## src/rtl/fetch_sequencer.sv

```systemverilog
// rtl/fetch_sequencer.sv - instruction-fetch sequencer: PC advance, next-PC select, imem req/ack, IF/ID control
// Optional statistics counters are enabled by defining FETCH_STAT_EN.
module fetch_sequencer #(
  parameter int TIMEOUT = 16,
  parameter int CNT_W   = 5
) (
  input  logic       clk,
  input  logic       RST,
  input  logic       imem_ack,
  input  logic       stall_in,
  input  logic       redirect_valid,
  input  logic [1:0] redirect_sel,
  output logic       imem_req,
  output logic       pc_write,
  output logic [1:0] pc_sel,
  output logic       if_id_write,
  output logic       if_id_flush,
  output logic       fetch_err
`ifdef FETCH_STAT_EN
  ,
  output logic [31:0] stall_cycles,
  output logic [15:0] redirect_count
`endif
);

  typedef enum logic [1:0] {BOOT, FETCH, HOLD, ERR} state_t;

  localparam logic [CNT_W-1:0] CNT_MAX = '1;
  localparam logic [CNT_W-1:0] TO_LAST = CNT_W'(TIMEOUT - 1);

  state_t           state;
  logic             pending;
  logic [1:0]       pend_sel;
  logic [CNT_W-1:0] wait_cnt;

  // Mealy controls: live redirect beats a deferred one, which beats stall.
  always_comb begin
    pc_write    = 1'b0;
    pc_sel      = 2'd0;
    if_id_write = 1'b0;
    if_id_flush = 1'b0;
    case (state)
      FETCH: begin
        if (imem_ack) begin
          if (redirect_valid) begin
            pc_write    = 1'b1;
            pc_sel      = redirect_sel;
            if_id_flush = 1'b1;
          end else if (pending) begin
            pc_write    = 1'b1;
            pc_sel      = pend_sel;
            if_id_flush = 1'b1;
          end else if (!stall_in) begin
            pc_write    = 1'b1;
            if_id_write = 1'b1;
          end
        end
      end
      HOLD: begin
        if (redirect_valid) begin
          pc_write    = 1'b1;
          pc_sel      = redirect_sel;
          if_id_flush = 1'b1;
        end else if (!stall_in) begin
          pc_write    = 1'b1;
          if_id_write = 1'b1;
        end
      end
      default: ;
    endcase
  end

  // imem_req is registered alongside the state so it has no input-to-output path.
  always_ff @(posedge clk or posedge RST) begin
    if (RST) begin
      state     <= BOOT;
      imem_req  <= 1'b0;
      pending   <= 1'b0;
      pend_sel  <= 2'd0;
      wait_cnt  <= '0;
      fetch_err <= 1'b0;
    end else begin
      case (state)
        BOOT: begin
          state    <= FETCH;
          imem_req <= 1'b1;
        end
        FETCH: begin
          if (imem_ack) begin
            wait_cnt <= '0;
            if (redirect_valid || pending) begin
              pending <= 1'b0;
            end else if (stall_in) begin
              state    <= HOLD;
              imem_req <= 1'b0;
            end
          end else begin
            if (wait_cnt != CNT_MAX) wait_cnt <= wait_cnt + CNT_W'(1);
            if (redirect_valid) begin
              pending  <= 1'b1;
              pend_sel <= redirect_sel;
            end
            if (wait_cnt == TO_LAST) begin
              state     <= ERR;
              imem_req  <= 1'b0;
              fetch_err <= 1'b1;
            end
          end
        end
        HOLD: begin
          if (redirect_valid || !stall_in) begin
            state    <= FETCH;
            imem_req <= 1'b1;
            pending  <= 1'b0;
          end
        end
        default: begin
          state    <= ERR;
          imem_req <= 1'b0;
        end
      endcase
    end
  end

`ifdef FETCH_STAT_EN
  always_ff @(posedge clk or posedge RST) begin
    if (RST) begin
      stall_cycles   <= '0;
      redirect_count <= '0;
    end else begin
      if (state == HOLD || (state == FETCH && !imem_ack))
        stall_cycles <= stall_cycles + 32'd1;
      if (if_id_flush)
        redirect_count <= redirect_count + 16'd1;
    end
  end
`endif

endmodule
```

## config.mk

```make
export PLATFORM = sky130hd
export DESIGN_NAME = fetch_sequencer
export DESIGN_NICKNAME = d
export VERILOG_FILES = /design/src/rtl/fetch_sequencer.sv
export SDC_FILE = /design/constraint.sdc
export NUM_CORES = 1
export LEC_CHECK = 0
export CORE_MARGIN = 2
export CORE_UTILIZATION = 54
export DETAILED_ROUTE_END_ITERATION = 12
export GPL_TIMING_DRIVEN = 0
export PLACE_DENSITY = 0.83
export SLEW_MARGIN = 40
export SYNTH_ARGS = -nofsm -noshare
export SYNTH_HDL_FRONTEND = slang
export SYNTH_SLANG_ARGS = --single-unit
```

## constraint.sdc

```tcl
create_clock -name clk -period 3.5 [get_ports clk]
set_clock_uncertainty 0.05 [all_clocks]
set_input_delay 0.875 -clock clk [delete_from_list [all_inputs] [get_ports clk]]
set_output_delay 0.875 -clock clk [all_outputs]
set_load 0.01 [all_outputs]
```

==> results.py <==
metrics = {
    "status": {
        "run_status": "completed",
    },
    "clock_network": {
        "tritoncts": "done",
        "clock_path_buffers": 2,
        "cts-htree-levels": 1,
        "clkTransAtPathRegs_ns": 0.07,
        "post-cts-setup-buffers": 0,
        "clock-sinks": 12,
        "cts_root_buf": "clkbuf_4",
        "clk_latency_ns": 0.27,
        "cts_buffers": 3,
    },
    "setup_path": {
        "rr_worst_depth": 5,
        "path_class": "primary input to primary output",
        "path_common_cell": "clkdlybuf4s50_1",
        "r2r_setup_slack_ns": 1.66,
        "path_delay_family": "buffers and inverters",
        "cpPeakStageDelay_ns": 0.52,
        "rr_startpoint": "wait_cnt[0]",
        "arrival_ns": 2.45,
        "critPathCaptureType": "primary output",
        "start_kind": "primary input",
        "r2r_end": "imem_req",
        "worstPathMaxFanout": 10,
        "path_cells": "clkdlybuf4s50_1, buf_4, a21oi_1, o22ai_1, and2_1, clkdlybuf4s50_1",
        "crit_required_ns": 2.57,
        "path_buf_inv": 3,
        "cp_slowest_cell": "clkdlybuf4s50_1",
    },
    "route": {
        "vias": 621,
        "wl_per_cell_um": 13.3,
        "drc": 0,
        "drt-initial-drc-count": 24,
        "drt_first_pass_iters": 4,
        "routed_wl_mm": 1.48,
        "routed_via_density": 5.59,
        "ant_nets": 0,
    },
    "global_route": {
        "antenna_found_initial": 0,
        "overflow": 0,
        "grt_util_met1": 0.220,
        "grt_max_degree": 13,
        "use_met3": 0.0851,
        "busiest_layer": "met2",
        "grt_pass1_wl_mm": 2.57,
        "grt_use_met2": 0.309,
        "grt_pass1_vias": 609,
        "track_usage": 0.190,
    },
    "layout": {
        "n_antenna_cell": 0,
        "fin_cells": 111,
        "drive_gt1_frac": 0.135,
        "final_area_um2": 996,
        "regArea_um2": 300,
        "multi_input_area_um2": 458,
        "nFillCells": 96,
        "synthToLayoutAreaGrowth_pct": 23.2,
        "fin_nets": 111,
    },
    "timing": {
        "fin_tns_setup_ns": 0,
        "tightest_slew_ns": 0.439,
        "period_needed_ns": 3.37,
        "hold_viol": 0,
        "period_share": 0.963,
        "slew_violations": 0,
        "fmax_ghz": 0.297,
        "max_slew_margin": 0.707,
        "grt_setup_unrepaired": "no",
        "finalSetupViolCount": 0,
    },
    "floorplanning": {
        "die_area_um2": 1820,
        "start_util": 0.599,
        "fp.dieH_um": 42.7,
        "ios": 14,
        "row_count": 13,
        "core_area_um2": 1350,
        "die_w_um": 42.7,
    },
    "worst_hold_path": {
        "worstHoldStart": "fetch_err",
        "hold_path_depth": 1,
        "min_to": "fetch_err",
        "hp-class": "register to register",
    },
    "synthesis": {
        "synth_fp_nets": 93,
        "yosysMostFrequentCell": "dfrtp_1",
        "syn_area_per_cell_um2": 10.2,
        "syn_inst": 79,
        "ys_async_sr_fraction": 1.00,
        "ys.warnings.count": 0,
        "synth.cell_area_um2": 808,
        "synth_area_leaders": "dfrtp_1, ha_1, mux2i_1",
        "synth_top_area_frac": 0.372,
        "ys_seq_area_frac": 0.372,
        "synth_commonest_cells": "dfrtp_1, ha_1, inv_1",
        "ys_ff_latch": 12,
        "synth_edf_count": 0,
        "yosys_most_used_dff": "dfrtp_1",
        "synth_cell_type_count": 35,
        "yosysTopAreaCell": "dfrtp_1",
    },
    "pwr": {
        "ir_drop_v": 0.000625,
        "finalPower_mw": 0.716,
        "leakagePower_nw": 0.486,
        "power.density_nw_per_um2": 719,
    },
    "place": {
        "gp_congestion": 0.775,
        "place_area_um2": 957,
        "placedCellCount": 107,
        "dpl.hpwl_mm": 1.20,
        "port-buffer-count": 13,
    },
    "flow_run": {
        "maxCapViolCount": 0,
    },
}
where the power goes:
group | total [mW] | internal (mW) | switching (mW)
Clock | 0.106 | 0.0632 | 0.0426
Sequential | 0.241 | 0.196 | 0.0454
Combinational | 0.369 | 0.194 | 0.175
Total | 0.716 | 0.453 | 0.263
placed cells by master (no fill, tap or decap), types with 3 or more instances in the layout:
master / n
dfrtp_1: 12
o21ai_0: 3
o22ai_1: 3
inv_1: 7
mux2i_1: 5
a22o_1: 3
nor2b_1: 4
nor2_1: 3
clkbuf_4: 3
clkdlybuf4s50_1: 12
nand2_1: 4
ha_1: 7
flip-flops by register name (all words and copies together), names as in the netlist:
register	cells
fetch_err	1
imem_req	1
pend_sel	2
pending	1
state	2
wait_cnt	5
routing by layer:
metal,up-vias,share of wire
met5,-,0
met1,292,0.46
met4,0,0.0054
met3,2,0.040
li1,318,-
met2,9,0.49
stage by stage:
step,worst slack [ns],util,hold WS [ns]
2_1_floorplan,0.989,-,0.414
3_3_place_gp,0.0876,0.709,0.389
3_5_place_dp,0.0619,0.709,0.396
4_1_cts,0.0627,0.736,0.410
5_1_grt,0.0231,0.738,0.420
6_report,0.129,0.738,0.406
logic make-up after synthesis:
| family | after synthesis | share of synthesized area |
|---|---|---|
| compound gates | 17 | 0.155 |
| fa+ha+maj | 7 | 0.108 |
| buf+inv | 10 | 0.0619 |
| flops | 12 | 0.372 |
| mux | 9 | 0.122 |
| simple gates | 24 | 0.181 |
repair_timing:
action | 4_1_cts | 5_1_grt
setup endpoints to repair | 0 | 1
hold buffers | 0 | 0
gates resized for setup | 0 | 1
how the worst max path moves through the flow:
stage / cells past startpoint / slack, ns / end / startpoint
4_1_cts: 6 / 0.06 / pc_sel[0] / redirect_valid
3_3_place_gp: 6 / 0.09 / pc_sel[0] / redirect_valid
5_1_grt: 5 / 0.02 / if_id_write / imem_ack
6_report: 6 / 0.13 / pc_sel[1] / imem_ack
2_1_floorplan: 4 / 0.99 / pc_sel[0] / imem_ack
3_5_place_dp: 6 / 0.06 / pc_sel[0] / redirect_valid
worst reg2reg max path, cell delays in order, from the launching register on:
cell,delay (ns)
dfrtp_1,0.40
ha_1,0.22
and3_1,0.20
ha_1,0.21
o221ai_2,0.31
mux2_4,0.33
final cells by class:
| cell class | count | area share |
|---|---|---|
| Inverter | 7 | 0.0264 |
| Buffer | 3 | 0.0239 |
| Multi-Input combinational cell | 57 | 0.460 |
| Tap cell | 15 | 0.0188 |
| Clock buffer | 4 | 0.0364 |
| Sequential cell | 12 | 0.302 |
| Timing Repair Buffer | 13 | 0.133 |
Power figures use the tool's default switching activity.
==> variant 1, RTL diff (same settings) <==
The parameter `CNT_W` goes from 5 to 10.
--- a/src/rtl/fetch_sequencer.sv
+++ b/src/rtl/fetch_sequencer.sv
@@ -3,5 +3,5 @@
 module fetch_sequencer #(
   parameter int TIMEOUT = 16,
-  parameter int CNT_W   = 5
+  parameter int CNT_W   = 10
 ) (
   input  logic       clk,
Function: no difference found for any inputs over 10 cycles, from zero or initial values and one cycle with RST high; that may be too few to reach the edited logic, so the function may still have changed.
==> variant 1 against the unedited design <==
Sequential share of layout area is 3.2 points higher. Wire length grew 49%. Power grew 21%. Count of clock-buffer cells in the layout unchanged. Critical path depth is 1 higher. Sequential cell count increased by 5. Register-to-register slack got worse by 0.31 ns. Worst setup slack gained 0.12 ns. Sequential power up 44%. Final area increased by 28%. Area after synthesis rose by 37%. Critical endpoint unchanged.
==> variant 1: results (changes against the unedited design) <==
----------------------------------------------------
[Detailed routing]
  Routed wire per std cell ... 13.7 um (+2.9%)
  Starting DRC count in detailed routing ... 19 (-21%)
  Pre-antenna DRT Iters ... 4 (unchanged)
  Overall via count from detail_route ... 964 (+55%)

[Yosys]
  Synth async-reset ratio ... 100% (unchanged)
  Number of library cell types mapped by synthesis ... 42 (+20%)
  Synth area leaders ... sky130_fd_sc_hd__dfrtp_1 39%, sky130_fd_sc_hd__ha_1 5.7%, sky130_fd_sc_hd__nand2_1 4.1%, sky130_fd_sc_hd__a21oi_1 3.6%, sky130_fd_sc_hd__mux2i_1 3.6%
  Cell type contributing the most total cell area after synthesis ... sky130_fd_sc_hd__dfrtp_1
  Mean instance size in the synthesized netlist ... 9.20 sq um (-10%)
  Synth cell count leaders ... 17 x sky130_fd_sc_hd__dfrtp_1, 12 x sky130_fd_sc_hd__nand2_1, 9 x sky130_fd_sc_hd__nor2_1
  Main synth FF type ... sky130_fd_sc_hd__dfrtp_1
  Syn_nets ... 132 (+42%)
  Sequential fraction of the synthesis area ... 38.5% (+1.4 points)
  Number of synthesis warnings ... 0 (unchanged)

[Clock tree]
  Clock insertion delay at the later pin of the skew report ... 0.29 ns (+0.02 ns)
  Clock root cell ... sky130_fd_sc_hd__clkbuf_4
  Number of setup buffers added after CTS ... 0 (unchanged)
  Maximum buffer depth of the clock tree ... 2 (unchanged)
  Clock buffers created by TritonCTS ... 3 (unchanged)
  # H-tree levels ... 1 (unchanged)
  Clock transition at the registers of the reported paths ... 0.09 ns (+0.02 ns)

[Place]
  Dpl cell area ... 1250 sq um (+30%)
  Final HPWL DP ... 1700 um (+42%)
  Final RePlAce weighted congestion ... 0.840 (+8.3%)
  Quantity of I/O buffers inserted on ports ... 11 (-2)

[Worst hold path]
  Start point of the worst hold path ... fetch_err
  Class of the tightest hold or removal check ... flop to flop

[GRT]
  Antenna violations before repair ... 0 (unchanged)
  Pin count of the biggest net entering global routing ... 18 (+5)
  First-pass GRT wire length ... 3970 um (+55%)
  GR Util All Layers ... 20.6% (+1.6 points)
  Via count of the first global-routing pass ... 920 (+51%)

[Final layout]
  Total inserted antenna cells ... 0 (unchanged)
  Ratio of cells with drive above 1 in the final layout ... 11.2% (-2.3 points)
  Registers with the most flip-flops ... wait_cnt: 10 flops, pend_sel: 2 flops, state: 2 flops
  Number of nets in the layout ... 147 (+32%)

[STA]
  Max_slew headroom ... 55.6% (-15 points)

[Worst setup path]
  Delay of the slowest cell on the worst path ... 0.54 ns (+0.02 ns)
  Worst path top cell family by delay ... buffers and inverters
  Critical-path top delay cell ... sky130_fd_sc_hd__clkdlybuf4s50_1
  Origin of the critical flop-to-flop path ... wait_cnt[0]
  Worst setup path startpoint ... imem_ack
  Arrival time of data at the critical path endpoint ... 2.32 ns (-0.13 ns)
  Largest fanout of any net on the critical path ... 10 (unchanged)

[Power and ir drop]
  Lkg Pwr ... 0.558 nW (+15%)
  Worst IR Drop VDD ... 0.000494 V (-21%)

[Run]
  Maxcap violations ... 0 (unchanged)

[Run status]
  Run status ... complete, no violations

----------------------------------------------------
[variant 1: cell types whose count changed after synthesis, sizes merged, moves of 3 or more]
cell | before | now
nand2 | 4 | 12
a21oi | 1 | 8
nand3 | 0 | 7
nor2 | 3 | 9
dfrtp | 12 | 17
clkbuf | 0 | 4
nor4 | 0 | 4
o21ai | 3 | 7
a22o | 3 | 0
and3 | 1 | 4
[variant 1: worst paths after layout]
path,cells past startpoint,endpoint,slack [ns]
setup / recovery,7,pc_sel[1],0.25
hold reg to reg,1,fetch_err,0.43
setup reg to reg,5,wait_cnt[5],1.35
max in group asynchronous,2,pending,2.05
hold / removal,1,fetch_err,0.43
min in group asynchronous,2,imem_req,0.92
[variant 1: power by group]
part / switching [W] / internal, W
Combinational: 0.000212 / 0.000205
Clock: 0.0000608 / 0.0000442
Sequential: 0.0000818 / 0.000264
[variant 1: stage by stage]
step / hold WS, ns / utilization (%) / cells / total power [W] / worst slack [ns]
6_report: 0.433 / 65.6 / 161 / 0.000868 / 0.251
5_1_grt: 0.449 / 65.6 / 161 / 0.000946 / 0.116
4_1_cts: 0.436 / 65.6 / 162 / 0.000872 / 0.0847
3_5_place_dp: 0.412 / 64.2 / 158 / 0.000765 / 0.0877
3_3_place_gp: 0.418 / 64.2 / 158 / 0.000742 / 0.157
2_1_floorplan: 0.429 / - / 120 / 0.000629 / 0.801
[variant 1: repair_timing]
item | 4_1_cts | 5_1_grt
resized for setup | 0 | 3
endpoints found under the setup margin | 0 | 4
hold buffers | 0 | 0
[variant 1: area by class of cell]
class,count,area (sq um)
Buffer,4,17.5
Clock buffer,4,26.3
Fill cell,165,668
Inverter,6,22.5
Multi-Input combinational cell,92,638
Sequential cell,17,425
Tap cell,27,33.8
Timing Repair Buffer,11,110
[variant 1: layer usage]
layer	vias up	wire length [um]	track usage (%)	part of all wire, %
met4	0	27	7.62	1.2
li1	475	-	-	-
met3	6	109	3.99	4.9
met5	-	0	0	0
met1	453	1030	26.6	47
met2	30	1030	34.0	47
[variant 1: worst register-to-register path: cells and delay by family (launching register included)]
family | cells | cell delay [ns]
adders and majority gates | 1 | 0.27
and+or+nand+nor | 3 | 0.71
DFF | 1 | 0.44
AOI/OAI and AO/OA | 1 | 0.55
[variant 1: kinds of logic after synthesis]
group	Yosys count	synth area share, %
flip-flops	17	38.5
buffers and inverters	11	3.85
adder cells (fa/ha/maj)	5	5.67
AND/OR/NAND/NOR	51	26.4
multiplexers	6	5.67
AO/OA/AOI/OAI	30	19.8
==> variant 2, RTL diff (config.mk and constraints unchanged) <==
Without the edit above. Encoding of `state_t`: now one-hot (4 bits for 4 states).
--- a/src/rtl/fetch_sequencer.sv
+++ b/src/rtl/fetch_sequencer.sv
@@ -24,5 +24,5 @@
 );
 
-  typedef enum logic [1:0] {BOOT, FETCH, HOLD, ERR} state_t;
+  typedef enum logic [3:0] {BOOT = 4'b0001, FETCH = 4'b0010, HOLD = 4'b0100, ERR = 4'b1000} state_t;
 
   localparam logic [CNT_W-1:0] CNT_MAX = '1;
Formal check against the unedited RTL: same outputs for any inputs over 10 cycles, from zero or initial values and one cycle with RST high; not proved beyond that.
==> variant 2 against the unedited design <==
Area after synthesis did not move. Wire length rose by 17%. Worst setup slack got worse by 0.0012 ns. Sequential cell count rose by 2. Final area fell by 0.75%. Critical path depth fell by 1. Non-clock buffer count fell by 2. Critical path type unchanged.
Power is not compared: it rests on default switching activity, and its combinational part moved more than twofold at a synthesized area within 25%.
==> variant 2: results (changes against the unedited design) <==
----------------------------------------------------
[STA]
  Max_slew headroom ... 63.9% (-6.7 points)

[Clock tree]
  Clock insertion delay at the later pin of the skew report ... 0.29 ns (+0.02 ns)
  Clock root cell ... sky130_fd_sc_hd__clkbuf_4
  Clock buffers created by TritonCTS ... 3 (unchanged)
  Clock transition at the registers of the reported paths ... 0.09 ns (+0.02 ns)
  # H-tree levels ... 1 (unchanged)
  Maximum buffer depth of the clock tree ... 2 (unchanged)

[Power and ir drop]
  Lkg Pwr ... ~0.42 nW

[Yosys]
  Synth cell count leaders ... 13 x sky130_fd_sc_hd__dfrtp_1, 7 x sky130_fd_sc_hd__inv_1, 4 x sky130_fd_sc_hd__a22o_1
  Sequential fraction of the synthesis area ... 43.5% (+6.3 points)
  Mean instance size in the synthesized netlist ... 9.86 sq um (-3.7%)
  Synth area leaders ... sky130_fd_sc_hd__dfrtp_1 40%, sky130_fd_sc_hd__ha_1 4.6%, sky130_fd_sc_hd__a22o_1 4.3%, sky130_fd_sc_hd__mux2_2 4.2%, sky130_fd_sc_hd__dfstp_2 3.3%
  Syn_nets ... 92 (-1.1%)
  Number of library cell types mapped by synthesis ... 39 (+11%)
  Fraction of post-synthesis cell area in the top cell type by area ... 40.2% (+3.1 points)

[Worst setup path]
  Worst r2r dst ... wait_cnt[0]
  Arrival time of data at the critical path endpoint ... 2.45 ns (about the same)
  Largest fanout of any net on the critical path ... 12 (+2)
  Worst path top cell family by delay ... buffers and inverters
  Origin of the critical flop-to-flop path ... state[2]
  Capturing instance or port of the critical path ... pc_write
  Number of cell instances on the worst register-to-register path ... 4 (-1)
  Critical-path top delay cell ... sky130_fd_sc_hd__clkdlybuf4s50_1
  Worst setup path startpoint ... imem_ack
  Delay of the slowest cell on the worst path ... 0.60 ns (+0.08 ns)
  Slack of the worst reg-to-reg path ... 1.62 ns (-0.04 ns)

[GRT]
  Via count of the first global-routing pass ... 647 (+6.2%)
  GR Util All Layers ... 21.2% (+2.2 points)
  First-pass GRT wire length ... 2860 um (+11%)
  Pin count of the biggest net entering global routing ... 15 (+2)
  Antenna violations before repair ... 0 (unchanged)

[Detailed routing]
  Starting DRC count in detailed routing ... 20 (-17%)
  Routed wire per std cell ... 15.4 um (+16%)
  Overall via count from detail_route ... 684 (+10%)
  Via density per instance ... 6.11 (+9.2%)

[Worst hold path]
  Class of the tightest hold or removal check ... flop to flop
  Start point of the worst hold path ... fetch_err

[Place]
  Final RePlAce weighted congestion ... 0.808 (+4.3%)
  DP Cell Count ... 110 (+2.8%)
  Final HPWL DP ... 1280 um (+6.4%)

[Final layout]
  Total inserted antenna cells ... 0 (unchanged)
  # fillers ... 110 (+15%)
  Ratio of cells with drive above 1 in the final layout ... 13.4% (-0.14 points)
  Registers with the most flip-flops ... wait_cnt: 5 flops, state: 4 flops, pend_sel: 2 flops

[Run status]
  Run status ... complete, no violations

----------------------------------------------------
variant 2: cell type report:
class	instances	area share [%]
inverter	7	2.66
clock buffer	4	2.66
tap	15	1.90
multi-input combinational	58	43.8
buffer	1	0.506
sequential	14	35.6
timing repair buffer	13	12.9
variant 2: how the worst min path moves through the flow:
stage	cells past startpoint	slack (ns)	to
finish	1	0.45	fetch_err
detailed placement	1	0.42	fetch_err
CTS	1	0.45	fetch_err
floorplan	1	0.43	pend_sel[0]
global route	1	0.46	fetch_err
global placement	1	0.41	fetch_err
variant 2: cells by family after synthesis:
family	synth area share, %
and+or+nand+nor	21.8
AOI/OAI and AO/OA	18.3
DFF	43.5
buffers and inverters	4.80
muxes	5.42
adders and majority gates	4.64
other	0.464
xor gates and xnor gates	1.08
variant 2: worst register-to-register path: cells and delay by family (launching register included):
family,cells,cell delay (ns)
and+or+nand+nor,2,0.90
muxes,1,0.23
buffers and inverters,1,0.17
DFF,1,0.46
variant 2: metrics by stage:
step           utilization, %  power [W]  cell area [sq um]  worst slack [ns]
2_1_floorplan               -   0.000182                808             0.741
3_3_place_gp             70.9   0.000192                957            -0.341
3_5_place_dp             70.9   0.000193                957            -0.427
4_1_cts                  72.3   0.000289                976           0.00248
5_1_grt                  73.2   0.000300                988            0.0682
6_report                 73.2   0.000287                988             0.127
variant 2: power groups by stage:
stage          Clock (W)  Sequential, W  Combinational, W
6_report       0.0000979       0.000168         0.0000207
5_1_grt         0.000108       0.000168         0.0000233
4_1_cts         0.000101       0.000168         0.0000211
3_5_place_dp           0       0.000171         0.0000220
3_3_place_gp           0       0.000170         0.0000213
2_1_floorplan          0       0.000170         0.0000118
variant 2: routing by layer:
metal | wire length [um] | vias to the layer above | global-route usage (%)
li1 | - | 336 | -
met1 | 777 | 324 | 28.4
met2 | 833 | 17 | 31.5
met3 | 55 | 7 | 3.83
met4 | 57 | 0 | 13.1
met5 | 0 | - | 0
variant 2: timing repair:
item / CTS / global route
setup endpoints to repair: 4 / 4
resized for setup: 2 / 2
setup buffers: 0 / 0
hold buffers: 0 / 0
